`src/rtl/ram_arbiter_pkg.sv`:
```
// ram_arbiter_pkg
//   Shared constants and types for the two-port RAM arbiter.
//   - RAM_ADDR_WIDTH / RAM_DATA_WIDTH : default RAM word-address and data widths
//   - owner_e                         : requester identity (A=0, B=1), used for
//                                       the last-grant and read-owner registers
package ram_arbiter_pkg;

  localparam int RAM_ADDR_WIDTH = 13;
  localparam int RAM_DATA_WIDTH = 8;

  typedef enum logic {
    OWNER_A = 1'b0,
    OWNER_B = 1'b1
  } owner_e;

endpackage

```
`src/rtl/ram_arbiter_if.sv`:
```
// ram_arbiter_if
//   Bundles the two requester ports and the single-port RAM command port.
//   Ports (per requester x in {a, b}):
//     io_x_rd, io_x_wr     : read / write strobes, held until acknowledged
//     io_x_addr, io_x_din  : address and write data
//     io_x_ack             : command accepted this cycle
//     io_x_valid, io_x_dout: read data strobe and data
//   RAM side:
//     io_ram_rd, io_ram_wr, io_ram_addr, io_ram_din : command to the RAM
//     io_ram_dout                                   : RAM read data (1-cycle latency)
//   Modports: slave = arbiter side, master = requester/RAM side.
interface ram_arbiter_if #(
  parameter int ADDR_WIDTH = ram_arbiter_pkg::RAM_ADDR_WIDTH,
  parameter int DATA_WIDTH = ram_arbiter_pkg::RAM_DATA_WIDTH
);

  logic                  io_a_rd;
  logic                  io_a_wr;
  logic [ADDR_WIDTH-1:0] io_a_addr;
  logic [DATA_WIDTH-1:0] io_a_din;
  logic                  io_a_ack;
  logic                  io_a_valid;
  logic [DATA_WIDTH-1:0] io_a_dout;

  logic                  io_b_rd;
  logic                  io_b_wr;
  logic [ADDR_WIDTH-1:0] io_b_addr;
  logic [DATA_WIDTH-1:0] io_b_din;
  logic                  io_b_ack;
  logic                  io_b_valid;
  logic [DATA_WIDTH-1:0] io_b_dout;

  logic                  io_ram_rd;
  logic                  io_ram_wr;
  logic [ADDR_WIDTH-1:0] io_ram_addr;
  logic [DATA_WIDTH-1:0] io_ram_din;
  logic [DATA_WIDTH-1:0] io_ram_dout;

  modport slave (
    input  io_a_rd, io_a_wr, io_a_addr, io_a_din,
    output io_a_ack, io_a_valid, io_a_dout,
    input  io_b_rd, io_b_wr, io_b_addr, io_b_din,
    output io_b_ack, io_b_valid, io_b_dout,
    output io_ram_rd, io_ram_wr, io_ram_addr, io_ram_din,
    input  io_ram_dout
  );

  modport master (
    output io_a_rd, io_a_wr, io_a_addr, io_a_din,
    input  io_a_ack, io_a_valid, io_a_dout,
    output io_b_rd, io_b_wr, io_b_addr, io_b_din,
    input  io_b_ack, io_b_valid, io_b_dout,
    input  io_ram_rd, io_ram_wr, io_ram_addr, io_ram_din,
    output io_ram_dout
  );

endinterface

```
`src/rtl/ram_arbiter_rr_arbiter2.sv`:
```
// rr_arbiter2
//   Two-way arbiter: round-robin by default, or fixed priority to A when
//   PRIORITY_A != 0. Grants are combinational on the requests and the
//   registered last_grant.
//   Ports:
//     clock, reset   : clock and asynchronous active-low reset
//     req_a, req_b   : requester pending
//     gnt_a, gnt_b   : one-hot-or-zero grant
module rr_arbiter2
  import ram_arbiter_pkg::*;
#(
  parameter int PRIORITY_A = 0
) (
  input  logic clock,
  input  logic reset,
  input  logic req_a,
  input  logic req_b,
  output logic gnt_a,
  output logic gnt_b
);

  owner_e last_grant_q;
  owner_e last_grant_d;

  // Grants are held off while reset is low so no ack can leak out during reset.
  always_comb begin
    gnt_a = 1'b0;
    gnt_b = 1'b0;
    if (reset) begin
      if (PRIORITY_A != 0) begin
        gnt_a = req_a;
        gnt_b = req_b & ~req_a;
      end else if (req_a && req_b) begin
        gnt_a = (last_grant_q == OWNER_B);
        gnt_b = ~gnt_a;
      end else begin
        gnt_a = req_a;
        gnt_b = req_b;
      end
    end
  end

  always_comb begin
    last_grant_d = last_grant_q;
    if (gnt_a) begin
      last_grant_d = OWNER_A;
    end else if (gnt_b) begin
      last_grant_d = OWNER_B;
    end
  end

  // Resetting to B means A wins the first contention.
  always_ff @(posedge clock or negedge reset) begin
    if (!reset) begin
      last_grant_q <= OWNER_B;
    end else begin
      last_grant_q <= last_grant_d;
    end
  end

endmodule

```
`src/rtl/ram_arbiter.sv`:
```
// ram_arbiter
//   Shares one single-port RAM between requesters A and B. The winner's
//   command is forwarded to the RAM in the grant cycle; read data returns
//   one cycle later and is flagged with a valid pulse to the read's owner.
//   Ports:
//     clock : clock, rising edge
//     reset : asynchronous active-low reset
//     bus   : ram_arbiter_if slave modport (requesters A/B and RAM command)
module ram_arbiter
  import ram_arbiter_pkg::*;
#(
  parameter int ADDR_WIDTH = RAM_ADDR_WIDTH,
  parameter int DATA_WIDTH = RAM_DATA_WIDTH,
  parameter int PRIORITY_A = 0
) (
  input logic          clock,
  input logic          reset,
  ram_arbiter_if.slave bus
);

  logic                  pend_a;
  logic                  pend_b;
  logic                  gnt_a;
  logic                  gnt_b;

  logic                  ram_rd;
  logic                  ram_wr;
  logic [ADDR_WIDTH-1:0] ram_addr;
  logic [DATA_WIDTH-1:0] ram_din;

  logic                  rd_pending_q;
  logic                  rd_pending_d;
  owner_e                rd_owner_q;
  owner_e                rd_owner_d;

  assign pend_a = bus.io_a_rd | bus.io_a_wr;
  assign pend_b = bus.io_b_rd | bus.io_b_wr;

  rr_arbiter2 #(
    .PRIORITY_A (PRIORITY_A)
  ) u_arb (
    .clock (clock),
    .reset (reset),
    .req_a (pend_a),
    .req_b (pend_b),
    .gnt_a (gnt_a),
    .gnt_b (gnt_b)
  );

  // Command mux. A simultaneous rd+wr is issued as a write only.
  always_comb begin
    ram_rd   = 1'b0;
    ram_wr   = 1'b0;
    ram_addr = '0;
    ram_din  = '0;
    if (gnt_a) begin
      ram_wr   = bus.io_a_wr;
      ram_rd   = bus.io_a_rd & ~bus.io_a_wr;
      ram_addr = bus.io_a_addr;
      ram_din  = bus.io_a_din;
    end else if (gnt_b) begin
      ram_wr   = bus.io_b_wr;
      ram_rd   = bus.io_b_rd & ~bus.io_b_wr;
      ram_addr = bus.io_b_addr;
      ram_din  = bus.io_b_din;
    end
  end

  always_comb begin
    rd_pending_d = ram_rd;
    rd_owner_d   = rd_owner_q;
    if (ram_rd) begin
      rd_owner_d = gnt_b ? OWNER_B : OWNER_A;
    end
  end

  always_ff @(posedge clock or negedge reset) begin
    if (!reset) begin
      rd_pending_q <= 1'b0;
      rd_owner_q   <= OWNER_A;
    end else begin
      rd_pending_q <= rd_pending_d;
      rd_owner_q   <= rd_owner_d;
    end
  end

  assign bus.io_ram_rd   = ram_rd;
  assign bus.io_ram_wr   = ram_wr;
  assign bus.io_ram_addr = ram_addr;
  assign bus.io_ram_din  = ram_din;

  assign bus.io_a_ack    = gnt_a;
  assign bus.io_b_ack    = gnt_b;

  // Valid is a decode of registered state, so it is a clean one-cycle pulse.
  assign bus.io_a_valid  = rd_pending_q & (rd_owner_q == OWNER_A);
  assign bus.io_b_valid  = rd_pending_q & (rd_owner_q == OWNER_B);

  // Data is passed through unqualified; consumers use valid.
  assign bus.io_a_dout   = bus.io_ram_dout;
  assign bus.io_b_dout   = bus.io_ram_dout;

endmodule

```
`src/flat_wrapper.sv`:
```
// flat-port wrapper written by rule: the top's interface ports become plain ports
module ram_arbiter_flat import ram_arbiter_pkg::*;
#(
  parameter int ADDR_WIDTH = RAM_ADDR_WIDTH,
  parameter int DATA_WIDTH = RAM_DATA_WIDTH,
  parameter int PRIORITY_A = 0
)
  (clock, reset, bus_io_a_rd, bus_io_a_wr, bus_io_a_addr, bus_io_a_din, bus_io_a_ack, bus_io_a_valid, bus_io_a_dout, bus_io_b_rd, bus_io_b_wr, bus_io_b_addr, bus_io_b_din, bus_io_b_ack, bus_io_b_valid, bus_io_b_dout, bus_io_ram_rd, bus_io_ram_wr, bus_io_ram_addr, bus_io_ram_din, bus_io_ram_dout);
  ram_arbiter_if #(.ADDR_WIDTH(ADDR_WIDTH), .DATA_WIDTH(DATA_WIDTH)) bus_i ();
  input logic clock;
  input logic reset;
  input wire logic [$bits(bus_i.io_a_rd)-1:0] bus_io_a_rd;
  input wire logic [$bits(bus_i.io_a_wr)-1:0] bus_io_a_wr;
  input wire logic [$bits(bus_i.io_a_addr)-1:0] bus_io_a_addr;
  input wire logic [$bits(bus_i.io_a_din)-1:0] bus_io_a_din;
  output wire logic [$bits(bus_i.io_a_ack)-1:0] bus_io_a_ack;
  output wire logic [$bits(bus_i.io_a_valid)-1:0] bus_io_a_valid;
  output wire logic [$bits(bus_i.io_a_dout)-1:0] bus_io_a_dout;
  input wire logic [$bits(bus_i.io_b_rd)-1:0] bus_io_b_rd;
  input wire logic [$bits(bus_i.io_b_wr)-1:0] bus_io_b_wr;
  input wire logic [$bits(bus_i.io_b_addr)-1:0] bus_io_b_addr;
  input wire logic [$bits(bus_i.io_b_din)-1:0] bus_io_b_din;
  output wire logic [$bits(bus_i.io_b_ack)-1:0] bus_io_b_ack;
  output wire logic [$bits(bus_i.io_b_valid)-1:0] bus_io_b_valid;
  output wire logic [$bits(bus_i.io_b_dout)-1:0] bus_io_b_dout;
  output wire logic [$bits(bus_i.io_ram_rd)-1:0] bus_io_ram_rd;
  output wire logic [$bits(bus_i.io_ram_wr)-1:0] bus_io_ram_wr;
  output wire logic [$bits(bus_i.io_ram_addr)-1:0] bus_io_ram_addr;
  output wire logic [$bits(bus_i.io_ram_din)-1:0] bus_io_ram_din;
  input wire logic [$bits(bus_i.io_ram_dout)-1:0] bus_io_ram_dout;
  assign bus_i.io_a_rd = bus_io_a_rd;
  assign bus_i.io_a_wr = bus_io_a_wr;
  assign bus_i.io_a_addr = bus_io_a_addr;
  assign bus_i.io_a_din = bus_io_a_din;
  assign bus_io_a_ack = bus_i.io_a_ack;
  assign bus_io_a_valid = bus_i.io_a_valid;
  assign bus_io_a_dout = bus_i.io_a_dout;
  assign bus_i.io_b_rd = bus_io_b_rd;
  assign bus_i.io_b_wr = bus_io_b_wr;
  assign bus_i.io_b_addr = bus_io_b_addr;
  assign bus_i.io_b_din = bus_io_b_din;
  assign bus_io_b_ack = bus_i.io_b_ack;
  assign bus_io_b_valid = bus_i.io_b_valid;
  assign bus_io_b_dout = bus_i.io_b_dout;
  assign bus_io_ram_rd = bus_i.io_ram_rd;
  assign bus_io_ram_wr = bus_i.io_ram_wr;
  assign bus_io_ram_addr = bus_i.io_ram_addr;
  assign bus_io_ram_din = bus_i.io_ram_din;
  assign bus_i.io_ram_dout = bus_io_ram_dout;
  ram_arbiter #(.ADDR_WIDTH(ADDR_WIDTH), .DATA_WIDTH(DATA_WIDTH), .PRIORITY_A(PRIORITY_A)) u_core (.clock(clock), .reset(reset), .bus(bus_i));
endmodule
```
`config.mk`:
```
export PLATFORM = sky130hd
export DESIGN_NAME = ram_arbiter_flat
export DESIGN_NICKNAME = d
export VERILOG_FILES = /design/src/rtl/ram_arbiter_pkg.sv /design/src/rtl/ram_arbiter_if.sv /design/src/rtl/ram_arbiter_rr_arbiter2.sv /design/src/rtl/ram_arbiter.sv /design/src/flat_wrapper.sv
export SDC_FILE = /design/constraint.sdc
export NUM_CORES = 1
export LEC_CHECK = 0
export CORE_MARGIN = 2
export CORE_UTILIZATION = 22
export CTS_BUF_LIST = sky130_fd_sc_hd__clkbuf_16
export CTS_CLUSTER_DIAMETER = 150
export DETAILED_ROUTE_END_ITERATION = 7
export PLACE_DENSITY_LB_ADDON = 0.2
export REMOVE_ABC_BUFFERS = 1
export SLEW_MARGIN = 10
export SYNTH_ARGS = -nofsm -noshare
export SYNTH_HDL_FRONTEND = slang
export SYNTH_HIERARCHICAL = 1
export SYNTH_SLANG_ARGS = --single-unit
export TNS_END_PERCENT = 5
```
`constraint.sdc`:
```
create_clock -name clock -period 4.2 [get_ports clock]
set_clock_uncertainty 0.1 [all_clocks]
set_input_delay 0.42 -clock clock [delete_from_list [all_inputs] [get_ports clock]]
set_output_delay 0.42 -clock clock [all_outputs]
set_load 0.02 [all_outputs]
```
==> results of run 1 <==
-- through the flow --
step,total power [mW],cells,instance area (µm²),setup slack (ns),utilization
after floorplan,0.126,46,399,0.934,-
after global placement,0.237,151,1190,0.773,0.484
after detailed placement,0.238,151,1190,0.758,0.484
after CTS,0.388,155,1270,0.746,0.516
after global routing,0.403,155,1270,0.599,0.516
final,0.384,155,1270,0.762,0.516
-- path summary, 6_finish.rpt --
path	from	to	cells after the start
min in group clock	u_core/rd_owner_q	u_core/rd_owner_q	1
worst min register to register	u_core/rd_owner_q	u_core/rd_owner_q	1
worst max register to register	u_core/u_arb/last_grant_q	u_core/rd_owner_q	4
max in group asynchronous	reset	u_core/u_arb/last_grant_q	1
worst min-delay path	reset	u_core/rd_owner_q	1
worst max-delay path	bus_io_a_wr	bus_io_ram_addr[5]	6
-- cell usage in the layout, fill, tap and decap left out, drive strengths merged, types with 2 or more instances in the layout --
cell / synthesis / layout
clkbuf: 0 / 3
dfrtp: 2 / 2
inv: 1 / 2
o21ai: 3 / 3
or2: 2 / 2
nor2b: 3 / 3
nand2: 6 / 6
clkdlybuf4s50: 0 / 74
a21oi: 2 / 2
a21bo: 2 / 2
a22o: 20 / 20
-- area by class of cell --
| class | instances | area [µm²] | share of cell area |
|---|---|---|---|
| repair buffers | 75 | 748 | 0.590 |
| clock inverters | 1 | 3.75 | 0.00296 |
| well taps | 30 | 37.5 | 0.0296 |
| clock buffers | 3 | 75.1 | 0.0592 |
| multi-input cells | 42 | 323 | 0.255 |
| inverters | 1 | 3.75 | 0.00296 |
| flip-flops and latches | 3 | 76.3 | 0.0602 |
-- cells by family (layout without fill, tap and decap cells) --
group / Yosys count / count (layout) / share of synthesized area
compound gates: 28 / 28 / 0.409
buf+inv: 22 / 80 / 0.298
simple gates: 14 / 14 / 0.158
flops: 3 / 3 / 0.136
-- power breakdown --
part / internal, mW / total (mW) / switching, mW / leakage (nW)
Clock: 0.123 / 0.148 / 0.0250 / 0.0423
Sequential: 0.0367 / 0.0416 / 0.00496 / 0.0356
Combinational: 0.112 / 0.194 / 0.0824 / 0.434
Total: 0.271 / 0.384 / 0.112 / 0.512
-- routing by layer --
layer	part of all wire	vias up	global-route usage
met2	0.45	63	0.210
met4	0	0	0.0375
met3	0.21	0	0.139
li1	-	347	-
met5	0	-	0
met1	0.33	315	0.139
-- flip-flops by register name, indices dropped and copies added (netlist names) --
name                       cells
u_core/rd_owner_q              1
u_core/rd_pending_q            1
u_core/u_arb/last_grant_q      1
-- critical path, cell delays in order --
cell and delay, ns:
clkdlybuf4s50_1 0.46, or2_2 0.34, a21oi_1 0.34, nor2b_4 0.54, a22o_1 0.21, clkdlybuf4s50_1 0.61
==> flow_summary.yaml, run 1 <==
drt:
  drt-total-wl_um: 2130
  viasPerCell: 4.68
  route.detailed.drc: 0
  avgRoutedWirePerCell_um: 13.7
  vias: 725
  postRouteAntennaNets: 0
  first_pass_iters: 3
  drt_iter0_markers: 6
sta:
  fmax_ghz: 0.291
  setup_viol: 0
  finalHoldViolCount: 0
  setup_tns_ns: 0
  worst_pin_slew_ns: 0.806
  whs_ns: 0.325
  drv_slew: 0
  rsz0062_at_grt: "false"
  period_minus_slack_ns: 3.44
  slew-limit-headroom: 0.462
  finalCritPeriodShare: 0.819
floorplanning:
  row_count: 18
  die-area_mm2: 0.00298
  die_h_um: 54.6
  coreArea_mm2: 0.00245
  pin_count: 99
  die_w_um: 54.6
  start_util: 0.229
placed_design:
  port_buffers: 74
  dpl.hpwl_um: 1810
  routabilityCongestion: 0.725
logic_synthesis:
  synth_seq_cells: 3
  synth_commonest_cells: "a22o_1 (20), buf_4 (16), nand2_1 (6), buf_6 (3), o21ai_0 (3)"
  yosys.area.top_type: "a22o_1"
  synth_top_cell_area_share: 0.311
  netlist_instances: 67
  synthTopCellsByArea: "a22o_1 (31%), buf_4 (21%), dfrtp_1 (8.9%)"
  synth_edf_count: 0
  avgSynthCellArea_um2: 8.40
  ys_async_sr_fraction: 1.00
  synth_most_common_cell: "a22o_1"
  synth.distinct_cells: 18
  ys.flop_type: "dfrtp_1"
  synthesis.area_um2: 563
  synth_seq_area_share: 0.136
  ys_warn_count: 6
worst_setup_path:
  start_kind: "input port"
  crit_path_end_kind: "output port"
  cp.arrival_ns: 2.92
  cp_max_fo: 22
  cp_data_required_time_ns: 3.68
  crit_type: "in2out"
  r2r_setup_slack_ns: 2.12
clock_network:
  h-tree-depth: 1
  worstSkewPairLatency_ns: 0.22
  cts_sinks: 3
  cts_resized: 0
  clk_pin_slew_ns: 0.03
  root_buffer: "clkbuf_16"
  cts_setup_buffers: 0
  tritoncts: "built"
  cts_buffer_depth: 2
  hold_buffers: 0
  cts_buffers: 3
status:
  status: "completed"
layout:
  fillers: 238
  drive_gt1_frac: 0.0800
  antenna_cells: 0
  nets: 182
  area_growth_pct: 125
grt:
  grt_pass1_vias: 750
  grt_pass1_wl_um: 3060
  gr-usage-all-layers: 0.142
  grt_max_degree: 23
  grt.overflow.total: 0
  antenna_found_initial: 0
power_and_ir_drop:
  p_leak_nw: 0.512
  peakVddDrop_mv: 0.274
  power_density_mw_per_mm2: 303
job:
  maxCapViolCount: 0
hold_path:
  hold_class: "in2async"
Note: power is estimated with default switching activity, not from simulation.
==> run 2, diff against run 1 <==
CORE_UTILIZATION = 19   (was 22)
clock period = 2.85 ns   (was 4.2 ns; I/O delays follow)
==> flow_summary.yaml, run 2 (synthesis results as in run 1) <==
worst_setup_path:
  timing.rr.end: "u_core/rd_owner_q"
  worstPathCellList: "clkdlybuf4s50_1 > or2_2 > a21oi_4 > buf_4 > nand2_1 > o21ai_0 > clkdlybuf4s50_1"
  cp_num_cells: 7
  crit_buf_inv: 3
  cp.arrival_ns: 2.33
  start_kind: "input port"
  cp_common_cell: "clkdlybuf4s50_1"
  cp-endpoint: "bus_io_ram_din[5]"
  timing.rr.start: "u_core/u_arb/last_grant_q"
  cp_max_fo: 16
  r2r_setup_slack_ns: 1.08
  cp-startpoint: "bus_io_b_wr"
  crit_path_end_kind: "output port"
  cp_data_required_time_ns: 2.47
  crit_type: "in2out"
  worstRegToRegCells: 5
  critPathTopFamily: "buffers and inverters"
  cp_slowest_cell: "clkdlybuf4s50_1"
  slowest_delay_ns: 0.63
grt:
  gr-usage-all-layers: 0.136
  grt.overflow.total: 0
  grt_pass1_wl_um: 3640
  grt_pass1_vias: 827
  grt_max_degree: 17
  antenna_found_initial: 0
sta:
  worst_pin_slew_ns: 0.239
  fmax_ghz: 0.369
  setup_viol: 0
  finalHoldViolCount: 0
  whs_ns: 0.295
  drv_slew: 0
  fin_ws_ns: 0.138
  rsz0062_at_grt: "false"
  slew-limit-headroom: 0.840
  finalCritPeriodShare: 0.951
  period_minus_slack_ns: 2.71
drt:
  postRouteAntennaNets: 0
  viasPerCell: 4.72
  drt_iter0_markers: 43
  first_pass_iters: 2
  route.detailed.drc: 0
  vias: 783
  drt-total-wl_um: 2260
  avgRoutedWirePerCell_um: 13.6
layout:
  reg.largest.list: "u_core/rd_owner_q x1, u_core/rd_pending_q x1, u_core/u_arb/last_grant_q x1"
  final_common_cell: "clkdlybuf4s50_1"
  area_growth_pct: 147
  antenna_cells: 0
  layout_common_cells: "clkdlybuf4s50_1 (73), a22o_1 (20), buf_4 (8)"
  nets: 192
  stdcell_count: 166
  drive_gt1_frac: 0.156
  final_area_mm2: 0.00139
power_and_ir_drop:
  total_power_mw: 0.600
  power_switching_mw: 0.176
  p_comb_frac: 0.534
  power_frac_seq: 0.103
  power_density_mw_per_mm2: 432
  p_leak_nw: 0.587
  p_int_mw: 0.424
  pwr-share-clk: 0.363
  peakVddDrop_mv: 0.572
  switching_share: 0.294
floorplanning:
  row_count: 19
  die_w_um: 58.4
  die-area_mm2: 0.00341
  coreArea_mm2: 0.00278
  die_h_um: 58.4
  pin_count: 99
  start_util: 0.202
job:
  maxCapViolCount: 0
clock_network:
  h-tree-depth: 1
  hold_buffers: 0
  cts_buffers: 3
  cts_sinks: 3
  clk_pin_slew_ns: 0.03
  worstSkewPairLatency_ns: 0.22
  tritoncts: "built"
  cts_buffer_depth: 2
  root_buffer: "clkbuf_16"
placed_design:
  pre_cts_ws_ns: -0.0721
  routabilityCongestion: 0.621
  port_buffers: 74
  dpl-instance-area_mm2: 0.00123
  dp_cells: 158
  dpl.hpwl_um: 1770
status:
  status: "completed"
hold_path:
  hold_class: "in2async"
run 2: routing by layer:
metal | share of wire | global-route usage
met1 | 0.32 | 0.124
met2 | 0.49 | 0.247
met3 | 0.19 | 0.0923
met4 | 0 | 0.0299
met5 | 0 | 0
run 2: per-stage QoR:
step / util / setup TNS, ns
floorplan: - / -2.60
global placement: 0.444 / -0.920
detailed placement: 0.444 / -1.22
CTS: 0.489 / 0
global route: 0.499 / 0
finish: 0.499 / 0
run 2: repair_timing:
action	4_1_cts	5_1_grt
pin swaps	0	1
buffers inserted	1	2
endpoints found under the hold margin	0	0
gates cloned	1	0
endpoints found under the setup margin	21	6
resized for setup	3	1
run 2: power groups by stage:
stage	clock network, mW	logic (mW)	registers, mW
after detailed placement	0	0.298	0.0616
after CTS	0.222	0.315	0.0620
after floorplan	0	0.127	0.0590
final	0.218	0.320	0.0616
after global routing	0.229	0.342	0.0632
after global placement	0	0.295	0.0608
run 2: worst min path at each step:
stage | from | endpoint | slack, ns | cells after the start
6_report | reset | u_core/rd_owner_q | 0.29 | 2
5_1_grt | reset | u_core/rd_owner_q | 0.31 | 2
4_1_cts | reset | u_core/rd_owner_q | 0.30 | 2
3_5_place_dp | u_core/rd_owner_q | u_core/rd_owner_q | 0.45 | 1
3_3_place_gp | u_core/rd_owner_q | u_core/rd_owner_q | 0.43 | 1
2_1_floorplan | reset | u_core/rd_owner_q | -0.11 | 0
run 2: layout make-up:
| cell class | instances | area [µm²] |
|---|---|---|
| fill | 277 | 1390 |
| timing repair buffer | 84 | 843 |
| multi-input combinational | 43 | 348 |
| sequential | 3 | 76.3 |
| clock buffer | 3 | 75.1 |
| tap | 31 | 38.8 |
| clock inverter | 1 | 3.75 |
| inverter | 1 | 3.75 |
